<file path="src/rtl/vga_timing_gen_if.sv">
// Raster bundle between the timing generator (master) and the pixel pipeline (slave).
// FRAME exists only when FRAME_CNT_EN is defined.
interface vga_timing_gen_if #(
    parameter int ADDR_W  = 19,
    parameter int FRAME_W = 8
);
    logic              EN;
    logic [10:0]       HCNT;
    logic [10:0]       VCNT;
    logic              VGA_HS;
    logic              VGA_VS;
    logic              DE;
    logic              FSTART;
    logic              LSTART;
    logic [ADDR_W-1:0] ADDR;
`ifdef FRAME_CNT_EN
    logic [FRAME_W-1:0] FRAME;
`endif

    if (FRAME_W < 1) begin : g_bad_frame_w
        $error("vga_timing_gen_if: FRAME_W must be >= 1");
    end

    modport master (
        input  EN,
        output HCNT, VCNT, VGA_HS, VGA_VS, DE, FSTART, LSTART, ADDR
`ifdef FRAME_CNT_EN
        , output FRAME
`endif
    );

    modport slave (
        output EN,
        input  HCNT, VCNT, VGA_HS, VGA_VS, DE, FSTART, LSTART, ADDR
`ifdef FRAME_CNT_EN
        , input FRAME
`endif
    );
endinterface

</file>
<file path="src/rtl/vga_timing_gen.sv">
// Parametrised VGA raster timing and multiplier-free linear framebuffer address generator.
// Optional frame counter on the FRAME port is enabled by defining FRAME_CNT_EN.
module vga_timing_gen #(
    parameter int   H_ACTIVE = 640,
    parameter int   H_FP     = 16,
    parameter int   H_SYNC   = 96,
    parameter int   H_BP     = 48,
    parameter int   V_ACTIVE = 480,
    parameter int   V_FP     = 10,
    parameter int   V_SYNC   = 2,
    parameter int   V_BP     = 33,
    parameter logic HS_POL   = 1'b0,
    parameter logic VS_POL   = 1'b0,
    parameter int   SCALE    = 1,
    parameter int   ADDR_W   = 19,
    parameter int   FRAME_W  = 8
) (
    input  logic              PCK,
    input  logic              RST,
    vga_timing_gen_if.master  vif
);
    localparam int H_TOTAL = H_ACTIVE + H_FP + H_SYNC + H_BP;
    localparam int V_TOTAL = V_ACTIVE + V_FP + V_SYNC + V_BP;
    localparam int SAFE_SC = (SCALE > 0) ? SCALE : 1;

    localparam logic [10:0] H_LAST     = 11'(H_TOTAL - 1);
    localparam logic [10:0] V_LAST     = 11'(V_TOTAL - 1);
    localparam logic [10:0] H_ACT      = 11'(H_ACTIVE);
    localparam logic [10:0] V_ACT      = 11'(V_ACTIVE);
    localparam logic [10:0] HS_START   = 11'(H_ACTIVE + H_FP);
    localparam logic [10:0] HS_END     = 11'(H_ACTIVE + H_FP + H_SYNC);
    localparam logic [10:0] VS_START   = 11'(V_ACTIVE + V_FP);
    localparam logic [10:0] VS_END     = 11'(V_ACTIVE + V_FP + V_SYNC);
    localparam logic [1:0]  REP_LAST   = 2'(SCALE - 1);
    localparam logic [ADDR_W-1:0] LINE_WORDS = ADDR_W'(H_ACTIVE / SAFE_SC);

    if (!(SCALE == 1 || SCALE == 2 || SCALE == 4)) begin : g_bad_scale
        $error("vga_timing_gen: SCALE must be 1, 2 or 4");
    end
    if ((H_ACTIVE % SAFE_SC) != 0 || (V_ACTIVE % SAFE_SC) != 0) begin : g_bad_div
        $error("vga_timing_gen: active sizes must be divisible by SCALE");
    end
    if (ADDR_W < $clog2((H_ACTIVE / SAFE_SC) * (V_ACTIVE / SAFE_SC))) begin : g_bad_addr_w
        $error("vga_timing_gen: ADDR_W too small for the scaled framebuffer");
    end
    if (H_TOTAL > 2048 || V_TOTAL > 2048) begin : g_bad_total
        $error("vga_timing_gen: totals must fit the 11-bit counters");
    end
    if (FRAME_W < 1) begin : g_bad_frame_w
        $error("vga_timing_gen: FRAME_W must be >= 1");
    end

    logic [10:0]       hcnt_q, hcnt_d;
    logic [10:0]       vcnt_q, vcnt_d;
    logic              hs_q, hs_d;
    logic              vs_q, vs_d;
    logic              de_q, de_d;
    logic              fstart_q, fstart_d;
    logic              lstart_q, lstart_d;
    logic [ADDR_W-1:0] addr_q, addr_d;
    logic [ADDR_W-1:0] base_q, base_d;
    logic [1:0]        rep_x_q, rep_x_d;
    logic [1:0]        rep_y_q, rep_y_d;
`ifdef FRAME_CNT_EN
    logic [FRAME_W-1:0] frame_q, frame_d;
`endif

    // Decode is done on the next position so every output lands with its HCNT/VCNT.
    always_comb begin
        hcnt_d   = hcnt_q;
        vcnt_d   = vcnt_q;
        hs_d     = hs_q;
        vs_d     = vs_q;
        de_d     = de_q;
        fstart_d = 1'b0;
        lstart_d = 1'b0;
        addr_d   = addr_q;
        base_d   = base_q;
        rep_x_d  = rep_x_q;
        rep_y_d  = rep_y_q;
`ifdef FRAME_CNT_EN
        frame_d  = frame_q;
`endif
        if (vif.EN) begin
            if (hcnt_q == H_LAST) begin
                hcnt_d = '0;
                vcnt_d = (vcnt_q == V_LAST) ? 11'd0 : vcnt_q + 11'd1;
            end else begin
                hcnt_d = hcnt_q + 11'd1;
            end

            hs_d     = (hcnt_d >= HS_START && hcnt_d < HS_END) ? HS_POL : ~HS_POL;
            vs_d     = (vcnt_d >= VS_START && vcnt_d < VS_END) ? VS_POL : ~VS_POL;
            de_d     = (hcnt_d < H_ACT) && (vcnt_d < V_ACT);
            lstart_d = (hcnt_d == 11'd0);
            fstart_d = (hcnt_d == 11'd0) && (vcnt_d == 11'd0);

            // Line base steps one scaled row after every SCALE-th replicated line.
            if (hcnt_d == 11'd0) begin
                rep_x_d = '0;
                if (vcnt_d == 11'd0) begin
                    base_d  = '0;
                    rep_y_d = '0;
                end else if (rep_y_q == REP_LAST) begin
                    base_d  = base_q + LINE_WORDS;
                    rep_y_d = '0;
                end else begin
                    rep_y_d = rep_y_q + 2'd1;
                end
                addr_d = base_d;
            end else if (rep_x_q == REP_LAST) begin
                rep_x_d = '0;
                addr_d  = addr_q + ADDR_W'(1);
            end else begin
                rep_x_d = rep_x_q + 2'd1;
            end

`ifdef FRAME_CNT_EN
            if (fstart_d) begin
                frame_d = frame_q + FRAME_W'(1);
            end
`endif
        end
    end

    always_ff @(posedge PCK) begin
        if (!RST) begin
            hcnt_q   <= H_LAST;
            vcnt_q   <= V_LAST;
            hs_q     <= ~HS_POL;
            vs_q     <= ~VS_POL;
            de_q     <= 1'b0;
            fstart_q <= 1'b0;
            lstart_q <= 1'b0;
            addr_q   <= '0;
            base_q   <= '0;
            rep_x_q  <= '0;
            rep_y_q  <= '0;
`ifdef FRAME_CNT_EN
            frame_q  <= '0;
`endif
        end else begin
            hcnt_q   <= hcnt_d;
            vcnt_q   <= vcnt_d;
            hs_q     <= hs_d;
            vs_q     <= vs_d;
            de_q     <= de_d;
            fstart_q <= fstart_d;
            lstart_q <= lstart_d;
            addr_q   <= addr_d;
            base_q   <= base_d;
            rep_x_q  <= rep_x_d;
            rep_y_q  <= rep_y_d;
`ifdef FRAME_CNT_EN
            frame_q  <= frame_d;
`endif
        end
    end

    assign vif.HCNT   = hcnt_q;
    assign vif.VCNT   = vcnt_q;
    assign vif.VGA_HS = hs_q;
    assign vif.VGA_VS = vs_q;
    assign vif.DE     = de_q;
    assign vif.FSTART = fstart_q;
    assign vif.LSTART = lstart_q;
    assign vif.ADDR   = addr_q;
`ifdef FRAME_CNT_EN
    assign vif.FRAME  = frame_q;
`endif
endmodule

</file>
<file path="src/flat_wrapper.sv">
// flat-port wrapper written by rule: the top's interface ports become plain ports
module vga_timing_gen_flat 
#(
    parameter int   H_ACTIVE = 640,
    parameter int   H_FP     = 16,
    parameter int   H_SYNC   = 96,
    parameter int   H_BP     = 48,
    parameter int   V_ACTIVE = 480,
    parameter int   V_FP     = 10,
    parameter int   V_SYNC   = 2,
    parameter int   V_BP     = 33,
    parameter logic HS_POL   = 1'b0,
    parameter logic VS_POL   = 1'b0,
    parameter int   SCALE    = 1,
    parameter int   ADDR_W   = 19,
    parameter int   FRAME_W  = 8
)
  (PCK, RST, vif_EN, vif_HCNT, vif_VCNT, vif_VGA_HS, vif_VGA_VS, vif_DE, vif_FSTART, vif_LSTART, vif_ADDR);
  vga_timing_gen_if #(.ADDR_W(ADDR_W), .FRAME_W(FRAME_W)) vif_i ();
  input  logic PCK;
  input  logic RST;
  input wire logic [$bits(vif_i.EN)-1:0] vif_EN;
  output wire logic [$bits(vif_i.HCNT)-1:0] vif_HCNT;
  output wire logic [$bits(vif_i.VCNT)-1:0] vif_VCNT;
  output wire logic [$bits(vif_i.VGA_HS)-1:0] vif_VGA_HS;
  output wire logic [$bits(vif_i.VGA_VS)-1:0] vif_VGA_VS;
  output wire logic [$bits(vif_i.DE)-1:0] vif_DE;
  output wire logic [$bits(vif_i.FSTART)-1:0] vif_FSTART;
  output wire logic [$bits(vif_i.LSTART)-1:0] vif_LSTART;
  output wire logic [$bits(vif_i.ADDR)-1:0] vif_ADDR;
  assign vif_i.EN = vif_EN;
  assign vif_HCNT = vif_i.HCNT;
  assign vif_VCNT = vif_i.VCNT;
  assign vif_VGA_HS = vif_i.VGA_HS;
  assign vif_VGA_VS = vif_i.VGA_VS;
  assign vif_DE = vif_i.DE;
  assign vif_FSTART = vif_i.FSTART;
  assign vif_LSTART = vif_i.LSTART;
  assign vif_ADDR = vif_i.ADDR;
  vga_timing_gen #(.H_ACTIVE(H_ACTIVE), .H_FP(H_FP), .H_SYNC(H_SYNC), .H_BP(H_BP), .V_ACTIVE(V_ACTIVE), .V_FP(V_FP), .V_SYNC(V_SYNC), .V_BP(V_BP), .HS_POL(HS_POL), .VS_POL(VS_POL), .SCALE(SCALE), .ADDR_W(ADDR_W), .FRAME_W(FRAME_W)) u_core (.PCK(PCK), .RST(RST), .vif(vif_i));
endmodule
</file>
<file path="config.mk">
export PLATFORM = sky130hd
export DESIGN_NAME = vga_timing_gen_flat
export DESIGN_NICKNAME = d
export VERILOG_FILES = /design/src/rtl/vga_timing_gen_if.sv /design/src/rtl/vga_timing_gen.sv /design/src/flat_wrapper.sv
export SDC_FILE = /design/constraint.sdc
export NUM_CORES = 1
export LEC_CHECK = 0
export ABC_AREA = 1
export CAP_MARGIN = 20
export CORE_ASPECT_RATIO = 2
export CORE_MARGIN = 2
export CORE_UTILIZATION = 51
export DETAILED_ROUTE_END_ITERATION = 10
export PLACE_DENSITY_LB_ADDON = 0.2
export SYNTH_ARGS = -nofsm -noshare
export SYNTH_HDL_FRONTEND = slang
export SYNTH_SLANG_ARGS = --single-unit
</file>
<file path="constraint.sdc">
create_clock -name PCK -period 2.2 [get_ports PCK]
set_clock_uncertainty 0.15 [all_clocks]
set_input_delay 0.44 -clock PCK [delete_from_list [all_inputs] [get_ports PCK]]
set_output_delay 0.44 -clock PCK [all_outputs]
set_load 0.01 [all_outputs]
</file>
# After elaboration in Yosys (flattened, before gate mapping)
# Index checks and enable logic that the tools add are counted.
[word_totals]
ff_bits = 69
in_bits = 3
[op_classes]
add_sub_neg = 6
n_lt_le_gt_ge = 6
eq_ne = 2
mux = 15
reduce_logical = 12
[ops]
columns = ["operator", "n"]
rows = [
  ["$mux 19", 4],
  ["$mux 11", 5],
  ["$add 11x1->11 const B", 2],
  ["$eq 11x10->1 const B", 2],
  ["$logic_not 11->1", 2],
  ["$lt 11x10->1 const B", 2],
  ["$lt 11x9->1 const B", 2],
  ["$add 19x1->19 const B", 1],
  ["$add 19x10->19 const B", 1],
  ["$ge 11x10->1 const B", 1],
  ["$ge 11x9->1 const B", 1],
  ["$mux 2", 4],
  ["$reduce_and 2->1", 3],
  ["$add 2x1->2 const B", 2],
  ["$logic_and 1x1->1", 4],
  ["$logic_not 2->1", 2],
  ["$mux 1", 2],
  ["$reduce_bool 2->1", 1],
]

# Longest topological paths before layout
[logic_depth]
ltp_word = 7
depth_mapped = 15
mapped_depth_nobuf = 15

# Worst setup path after synthesis
# No wires, ideal clock.
[synth_path]
path_type = "register to register"
start = "reg u_core.hcnt_q[0], in the netlist u_core.vif.HCNT[0]"
end = "reg u_core.base_q[0]"
setup_ns = 0.116
arrival_ns = 2.003
required_time_ns = 1.934
setup_slack_ns = -0.070
path_stages_with_launch = 14
synth_period_minus_slack_ns = 2.270
cell_sequence = "dfxtp_1 -> ha_1 -> nand2_2 -> inv_2 -> nand2_4 -> nand2_1 -> nand2_1 -> nor2_4 -> nand3_2 -> nor2_8 -> nand2_4 -> buf_4 -> nor2_4 -> nor2_1"
[synth_via]
elab_chain_len = 5
word_cells_on_any_way = 10
cone_classes = "add/sub: 1; eq/ne: 1; mux: 5; reduce/logical: 3"
[synth_rtl]
columns = ["item", "line_no", "text"]
rows = [
  ["from (decl)", "vga_timing_gen.sv:53", "logic [10:0] hcnt_q, hcnt_d;"],
  ["from (signal assigned)", "vga_timing_gen.sv:143", "hcnt_q <= hcnt_d;"],
  ["$add 11x1->11 / $eq 11x10->1 (equally long branches)", "vga_timing_gen.sv:89, vga_timing_gen.sv:85", ""],
  ["$mux 11", "vga_timing_gen.sv:85", "if (hcnt_q == H_LAST) begin"],
  ["$mux 11", "vga_timing_gen.sv:84", "if (vif.EN) begin"],
  ["$logic_not 11->1 (on tied branches)", "vga_timing_gen.sv:99, vga_timing_gen.sv:101", ""],
  ["$reduce_and 2->1 (no line) / $mux 19 (equally long branches)", "-", ""],
  ["to (signal assigned)", "vga_timing_gen.sv:151", "base_q <= base_d;"],
  ["to (decl)", "vga_timing_gen.sv:61", "logic [ADDR_W-1:0] base_q, base_d;"],
]
# Several ways; a longest one is shown, not always the timed one. The select of a mux whose other input is x is not followed.
# A chain may end at the register's enable or synchronous reset.

# Final worst setup path
[layout_path]
start = "reg u_core.hcnt_q[0], in the netlist u_core.vif.HCNT[0]"
end = "reg u_core.addr_q[10], in the netlist u_core.vif.ADDR[10]"
[layout_via]
elab_chain_len = 6
word_cells_on_any_way = 12
cone_classes = "add/sub: 1; eq/ne: 1; mux: 6; reduce/logical: 4"
[layout_rtl]
columns = ["item", "line_no", "text"]
rows = [
  ["$add 11x1->11 / $eq 11x10->1 (equally long branches)", "vga_timing_gen.sv:89, vga_timing_gen.sv:85", ""],
  ["$mux 11", "vga_timing_gen.sv:85", ""],
  ["$mux 11", "vga_timing_gen.sv:84", ""],
  ["$logic_not 11->1 (on tied branches)", "vga_timing_gen.sv:99, vga_timing_gen.sv:101", ""],
  ["$reduce_bool 2->1 (no line) / $mux 19 (equally long branches)", "-", ""],
  ["$reduce_and 2->1 (no line) / $mux 19 (equally long branches)", "-", ""],
  ["to (signal assigned)", "vga_timing_gen.sv:150", "addr_q <= addr_d;"],
  ["to (decl)", "vga_timing_gen.sv:60", "logic [ADDR_W-1:0] addr_q, addr_d;"],
]
# Several ways; a longest one is shown, not always the timed one. The select of a mux whose other input is x is not followed.

==> impl_summary.txt <==
----------------------------------------------------
[Logic synthesis]
  Share of synthesized area occupied by flip-flops and latches ... approximately a third
  Synth top area cells ... sky130_fd_sc_hd__dfxtp_1, sky130_fd_sc_hd__nand2_1, sky130_fd_sc_hd__a21oi_1, sky130_fd_sc_hd__nor2_1, sky130_fd_sc_hd__nand3_1
  Number of standard cells after synthesis ... roughly 660
  Number of distinct library cells after synthesis ... 38
  Netlist Area Pre-Place ... between 0.004 and 0.005 sq mm
  Mean cell area of the mapped netlist ... 6.53 sq um
  Share of the synthesized area in the top cell type ... around 32%
  Count of state elements after synthesis ... 69
  Total nets after synthesis ... 671
  Count of synthesis-stage warnings from yosys ... 0
  Cell taking the most area after synthesis ... sky130_fd_sc_hd__dfxtp_1

[Worst setup path]
  Slowest cell on the critical path ... sky130_fd_sc_hd__dfxtp_4
  Class of the most critical setup path ... register to register
  Req. time, crit path ... between 2 and 2.5 ns
  Cell family contributing the most delay on the critical path ... simple AND/OR/NAND/NOR gates
  Critical Path Fanout Max ... 6
  Worst Path Arrival ... 2.37 ns
  Buffer and inverter count on the worst path ... 2
  Startpoint type of the worst setup path ... register
  Cell chain of the critical path ... ha_4 -> nand2_4 -> nor2_4 -> nand3_4 -> buf_6 -> o21ai_2 -> nand2_2 -> nand3_2 -> nor2_4 -> buf_8 -> a21oi_4 -> nand2_2 -> a21oi_2
  Slowest Stage Delay on Critical Path ... 0.36 ns
  Crit. End Element ... register

[Clock network]
  Clock input transition at the sequential cells of the worst setup and hold paths ... ~0.060 ns
  Hold Buf Count CTS ... 0
  CTS max path bufs ... 2
  Clock latency on the worst-skew pair ... 0.34 ns
  Clock Sink Count ... about 70
  Htree depth ... 3
  CTS tree ... built
  CTS buffer count ... 9
  Root buffer selected by CTS ... sky130_fd_sc_hd__clkbuf_16

[Run]
  Max-cap check violation count ... 0

[Floorplan]
  Placement Rows ... 47
  Top-level I/O count ... between 40 and 50
  Floorplan die height ... between 100 and 150 microns
  Starting Density ... about 52%
  Horiz. Die Dim ... between 60 and 70 microns
  Die Area ... between 0.009 and 0.01 sq mm
  Floorplan Core Area ... about 0.008 sq mm

[Power]
  Internal power of the cells ... between 2000 and 3000 uW
  Relative contribution of sequential cells to total power ... a little over a third
  Switching Fraction ... between 20% and 30%
  Worst vdd rail ir drop ... about 0.63 mV
  Clock network fraction of design power ... about 40%
  Combinational group share of total power ... between 20% and 30%
  Standby leakage power ... 0.00276 uW
  Power density normalized to cell area ... 614 mW/mm^2
  Net switching component of the power ... 1140 uW

[Worst hold path]
  Path type of the worst min-delay path ... register to register

[Placed design]
  IO buf count ... 48
  Total half-perimeter wirelength after legalization and detailed placement ... 10200 microns
  Routability cong. ... 0.914
  Cell area reported after detailed placement ... about 0.0053 sq mm

[Timing]
  Transition at the pin with the smallest max-transition slack ... about 0.88 ns
  Worst rel slew slack ... around two fifths
  Number of pins with negative max-slew slack in the final report ... 0
  Unrepaired setup endpoints after global routing ... yes
  Post-route clock period utilization ... 102%
  Final hold viol count ... 0
  Setup-violating endpoint count in the final report ... 15
  Minimum clock period ... roughly 2.3 ns
  Peak clock frequency supported by timing ... 444 MHz
  Worst Slack Setup Final ... -0.0518 ns
  WHS ... between 0.2 and 0.3 ns

[Outcome]
  Failing checks ... negative setup slack
  Outcome ... complete, but fails checks

[Routing]
  DR pass1 iterations ... 5
  Total Routed Length ... about 15000 microns
  Vias per inst ... roughly 5.7
  Post-route ant nets ... 0
  Detailed router's first-iteration violation count ... a little over 300
  DRC violations left ... 0
  Via count ... between 4000 and 5000
  Wire length per cell ... 16.7 microns

[Final layout]
  Diodes inserted ... 0
  Final #Nets ... around 780
  Ratio of cells with drive above 1 in the final layout ... approximately 27%
  Layout filler cell count ... ~610
  Area growth from synthesis to layout ... 45.8%
  Register Area ... 0.00140 sq mm
  Design Area, Final ... 0.00628 sq mm
  Total area of multi-input combinational cells ... slightly below 0.003 sq mm
  Post-Route Utilization ... between 70% and 80%

[Global routing]
  First-pass GRT wire length ... between 20000 and 25000 microns
  Pin count of the biggest net entering global routing ... 46
  Antenna violations before repair ... 0
  All-Layer GR Usage ... between 30% and 40%
  Via count of the first global-routing pass ... ~4700
  Aggregate global routing overflow ... 0

----------------------------------------------------
flip-flops by register name (all words and copies together) (netlist names):
register	cells
u_core.rep_y_q	2
u_core.vif.ADDR	19
u_core.vif.HCNT	11
u_core.rep_x_q	2
u_core.vif.VGA_VS	1
u_core.vif.LSTART	1
u_core.base_q	19
u_core.vif.VCNT	11
u_core.vif.VGA_HS	1
u_core.vif.DE	1
u_core.vif.FSTART	1
power by group through the flow:
stage	clock, uW	sequential (uW)	combinational (uW)
after floorplan	0	1420	388
after global placement	0	1400	762
after detailed placement	0	1400	771
after CTS	1550	1380	821
after global routing	1600	1390	1010
final	1540	1380	931
metal layers:
layer | global-route usage (%) | vias to the layer above | wire length (microns)
met4 | 19.8 | 0 | 1000
met5 | 0 | - | 0
met2 | 55.8 | 200 | 7860
met1 | 33.1 | 2318 | 5080
met3 | 5.79 | 78 | 601
li1 | - | 2383 | -
per-stage QoR:
step	total power (uW)	instances	setup TNS, ns	worst slack (ns)
after floorplan	1810	659	0	0.0110
after CTS	3750	867	0	0.00170
after detailed placement	2170	848	-5.91	-0.199
final	3850	872	-0.303	-0.0518
after global placement	2160	848	-4.38	-0.152
after global routing	4000	872	-3.81	-0.142
worst min-delay path: cells and delay by family (launching register included):
kind	cells	cell delay (ns)
flip-flops	1	0.32
AND/OR/NAND/NOR	2	0.08
what timing repair did:
| item | in CTS | in global routing |
|---|---|---|
| gates cloned | 0 | 2 |
| buffers inserted | 3 | 3 |
| gates resized for setup | 43 | 96 |
| pin swaps | 10 | 44 |
| setup endpoints to repair | 43 | 45 |
cell usage in the layout (no fill, tap or decap), types with 3 or more instances in the layout:
cell type,instances
sky130_fd_sc_hd__nand3_2,14
sky130_fd_sc_hd__a21oi_1,44
sky130_fd_sc_hd__nand3_1,37
sky130_fd_sc_hd__o21ai_1,19
sky130_fd_sc_hd__nand4_1,15
sky130_fd_sc_hd__nor2_1,69
sky130_fd_sc_hd__o21ai_2,5
sky130_fd_sc_hd__a21oi_4,8
sky130_fd_sc_hd__nor2_4,6
sky130_fd_sc_hd__clkdlybuf4s50_1,48
sky130_fd_sc_hd__xnor2_1,7
sky130_fd_sc_hd__o21ai_0,24
sky130_fd_sc_hd__inv_1,61
sky130_fd_sc_hd__dfxtp_1,61
sky130_fd_sc_hd__buf_4,64
sky130_fd_sc_hd__xor2_1,14
sky130_fd_sc_hd__a21oi_2,15
sky130_fd_sc_hd__inv_2,9
sky130_fd_sc_hd__nand3_4,6
sky130_fd_sc_hd__nand2_2,9
sky130_fd_sc_hd__dfxtp_4,3
sky130_fd_sc_hd__o211ai_1,4
sky130_fd_sc_hd__dfxtp_2,5
sky130_fd_sc_hd__nor2_2,16
sky130_fd_sc_hd__clkinv_2,3
sky130_fd_sc_hd__ha_1,6
sky130_fd_sc_hd__nor3_1,11
sky130_fd_sc_hd__buf_12,5
sky130_fd_sc_hd__buf_6,6
sky130_fd_sc_hd__nand2_4,7
sky130_fd_sc_hd__o31ai_1,3
sky130_fd_sc_hd__nand2_1,130
sky130_fd_sc_hd__clkbuf_16,11
synthesized netlist by cell type (all sizes together):
cell    instances
nand2         148
nor2           93
dfxtp          69
inv            69
a21oi          67
nand3          57
o21ai          48
nand4          16
buf            15
xor2           15
nor3           13
clkbuf         12
ha              9
xnor2           7
o211ai          4
o21bai          3
o31ai           3
a31oi           2
clkinv          2
nand3b          2
a211oi          1
and3            1
nor3b           1
nor4            1
or2             1
worst paths after layout:
| path | start | end | slack [ns] | cells after the start |
|---|---|---|---|---|
| worst max-delay path | u_core.vif.HCNT[0] | u_core.vif.ADDR[10] | -0.05 | 13 |
| worst min-delay path | u_core.base_q[3] | u_core.base_q[3] | 0.30 | 2 |
| worst max register to register | u_core.vif.HCNT[0] | u_core.vif.ADDR[10] | -0.05 | 13 |
| worst min register to register | u_core.base_q[3] | u_core.base_q[3] | 0.30 | 2 |
kinds of logic after synthesis:
logic type                 share of synthesized area [%]
and+or+nand+nor                                     35.8
AOI/OAI and AO/OA                                   15.6
buffers and inverters                               9.47
DFF                                                 32.1
xor gates and xnor gates                            4.48
adders and majority gates                           2.62
final cells by class:
cell class / instances / share of cell area [%]
multi-input combinational: 492 / 47.5
sequential: 69 / 22.3
timing repair buffer: 126 / 19.0
inverter: 71 / 4.37
clock buffer: 11 / 3.71
tap: 98 / 1.95
clock inverter: 5 / 1.20
No activity file was read; power rests on OpenSTA's default activity.
==> edit (same settings) <==
`H_ACTIVE` is set to 640 in 2 places; all go to 320.
--- a/src/rtl/vga_timing_gen.sv
+++ b/src/rtl/vga_timing_gen.sv
@@ -3,3 +3,3 @@
 module vga_timing_gen #(
-    parameter int   H_ACTIVE = 640,
+    parameter int   H_ACTIVE = 320,
     parameter int   H_FP     = 16,
--- a/src/flat_wrapper.sv
+++ b/src/flat_wrapper.sv
@@ -3,3 +3,3 @@
 #(
-    parameter int   H_ACTIVE = 640,
+    parameter int   H_ACTIVE = 320,
     parameter int   H_FP     = 16,
Behaviour: not the same (Yosys sat finds a counterexample within 4 cycles, from zero or initial values and one cycle with RST low).
==> edit against the original RTL <==
The run still ends with negative setup slack left; combinational power is 27% higher; synthesized cell count is 1.8% higher; wire length is 30% higher; largest cell class unchanged; sequential share of layout area is 2.1 points lower; highest routed layer unchanged; synthesized area is 2.9% higher; final area is 11% higher; sequential cell count stayed put; non-clock buffer count is 39 higher; setup slack worse by 0.33 ns; critical path type unchanged; total power is 3.9% higher; critical path depth is 1 higher; maximum frequency is 13% lower.
==> edit: results (changes against the original RTL) <==
* Grt met3 use at 4.596% (-1.2 points)
* Hold_sp: u_core.vif.VGA_HS$_SDFFE_PN1P_
* #MultiIn Comb at 500 (+1.6%)
* Post-DP HPWL at 10.44 mm (+2.4%)
* Multi-input combinational area share at 46.74% (-0.73 points)
* Layout inverter count without the clock tree at 87 (+23%)
* Synth Net Count at 683 (+1.8%)
* Post-CTS Setup Inserts at 3 (unchanged)
* CTS resizes at 27 (-37%)
* Total Nets Final at 844 (+8.1%)
* Final setup TNS at -11.68 ns (-11.38 ns)
* Netlist cell types at 43 (+13%)
* Layout cells sized above 1 at 36.08% (+9.1 points)
* Final Setup Violations at 45 (+30)
* Synth Area in Compound Gates at 14.32% (-1.3 points)
* Top cells by count, synth: 162 x nand2_1, 80 x inv_1, 79 x nor2_1
* Layout area overhead at 57.16%
* Slew headroom at 34.56% (-6.8 points)
* Sequential fraction of total cell area at 20.20% (-2.1 points)
* Synth Area in XOR/XNOR at 4.942% (+0.47 points)
* Cell Count, Final, Fillers Out at 937 (+7.5%)
* Clock buf count at 13 (+2)
* Fill count at 520 (-15%)
* Status: finished, violations left
* Dpl cells at 889 (+4.8%)
* Final worst setup slack at -0.3836 ns (-0.3318 ns)
* Adder-cell share of the synthesized area at 2.542% (-0.074 points)
* ClkCell Share at 4.151% (-0.75 points)
* DRT iter0 DRCs at 398 (+30%)
* Core Area at 0.008528 sq mm (+3.6%)
* Pre-CTS setup slack at -0.2215 ns (-0.02279 ns)
* Hold Crit Endpoint: u_core.vif.VGA_HS$_SDFFE_PN1P_
* Wirelength per Cell at 20.12 um (+21%)
* Largest net degree at the start of global routing at 48 (+4.3%)
* Placer Congestion at 0.9731 (+6.4%)
* CP arrival at 2.66 ns (+0.29 ns)
* Peak VDD IR at 0.4651 mV (-27%)
* Met2 Usage GRT at 57.94% (+2.2 points)
* NonClk Buf Share at 22.32% (+3.3 points)
* Cells on worst reg2reg path at 14 (+1)
* All-Layer GR Usage at 31.65% (-0.19 points)
* Mapped Avg Cell Area at 6.603 sq um (+1.1%)
* Register area share after synthesis at 31.18% (-0.91 points)
* CTS Buffer Depth at 2 (unchanged)
* GR met1 Demand/Resource at 31.76% (-1.3 points)
* Failing checks: negative setup slack
* Vias at 5636 (+13%)
* Critical path's slowest cell: dfxtp_4
* End of the worst register-to-register path: u_core.base_q[6]$_SDFFE_PN0P_
* Reg2reg start: u_core.vif.HCNT[1]$_SDFFE_PN1P_
* First-pass GRT wire length at 23.86 mm (+7.9%)
* Crit path max fanout at 7 (+1)
* Placed inst area at 0.005660 sq mm (+5.8%)
* Non-CTS buffers at 165 (+31%)
* Seq cells at 69 (unchanged)
* Top post-synthesis cells by area: dfxtp_1 31%, nand2_1 14%, inv_1 6.8%
* LEAKAGE at 3.118 nW (+13%)
[edit: cell types whose count changed after synthesis, sizes merged, moves of 3 or more]
cell / delta
o211ai: +5
xor2: +6
inv: +16
o21ai: -4
nand4: -5
nor2: -4
nor3: -4
a21oi: -18
xnor2: -3
nand2: +21
buf: -4
nand3: +10
[edit: worst max-delay path by stage]
| stage | depth (start not counted) | endpoint |
|---|---|---|
| 2_1_floorplan | 15 | u_core.vif.ADDR[3]$_SDFFE_PN0P_ |
| 3_3_place_gp | 16 | u_core.vif.ADDR[9]$_SDFFE_PN0P_ |
| 5_1_grt | 14 | u_core.base_q[6]$_SDFFE_PN0P_ |
| 4_1_cts | 14 | u_core.vif.ADDR[16]$_SDFFE_PN0P_ |
| 3_5_place_dp | 14 | u_core.vif.ADDR[9]$_SDFFE_PN0P_ |
| 6_report | 14 | u_core.base_q[6]$_SDFFE_PN0P_ |
[edit: metrics by stage]
| step | total power, mW | hold slack (ns) |
|---|---|---|
| 6_report | 4.000 | 0.3155 |
| 5_1_grt | 4.114 | 0.3504 |
| 4_1_cts | 3.755 | 0.3172 |
| 3_5_place_dp | 2.315 | 0.3068 |
| 3_3_place_gp | 2.297 | 0.2996 |
| 2_1_floorplan | 1.878 | 0.2861 |
[edit: layer usage]
metal | wire [um] | vias to the layer above
met2 | 9834 | 347
li1 | - | 2498
met5 | 0 | -
met4 | 2243 | 0
met1 | 5669 | 2617
met3 | 1103 | 174
[edit: report_power, final]
part / leakage [nW] / internal (mW) / switching, mW
Sequential: 0.566 / 1.31 / 0.0760
Combinational: 2.41 / 0.526 / 0.655
Clock: 0.146 / 0.855 / 0.577
Total: 3.12 / 2.69 / 1.31
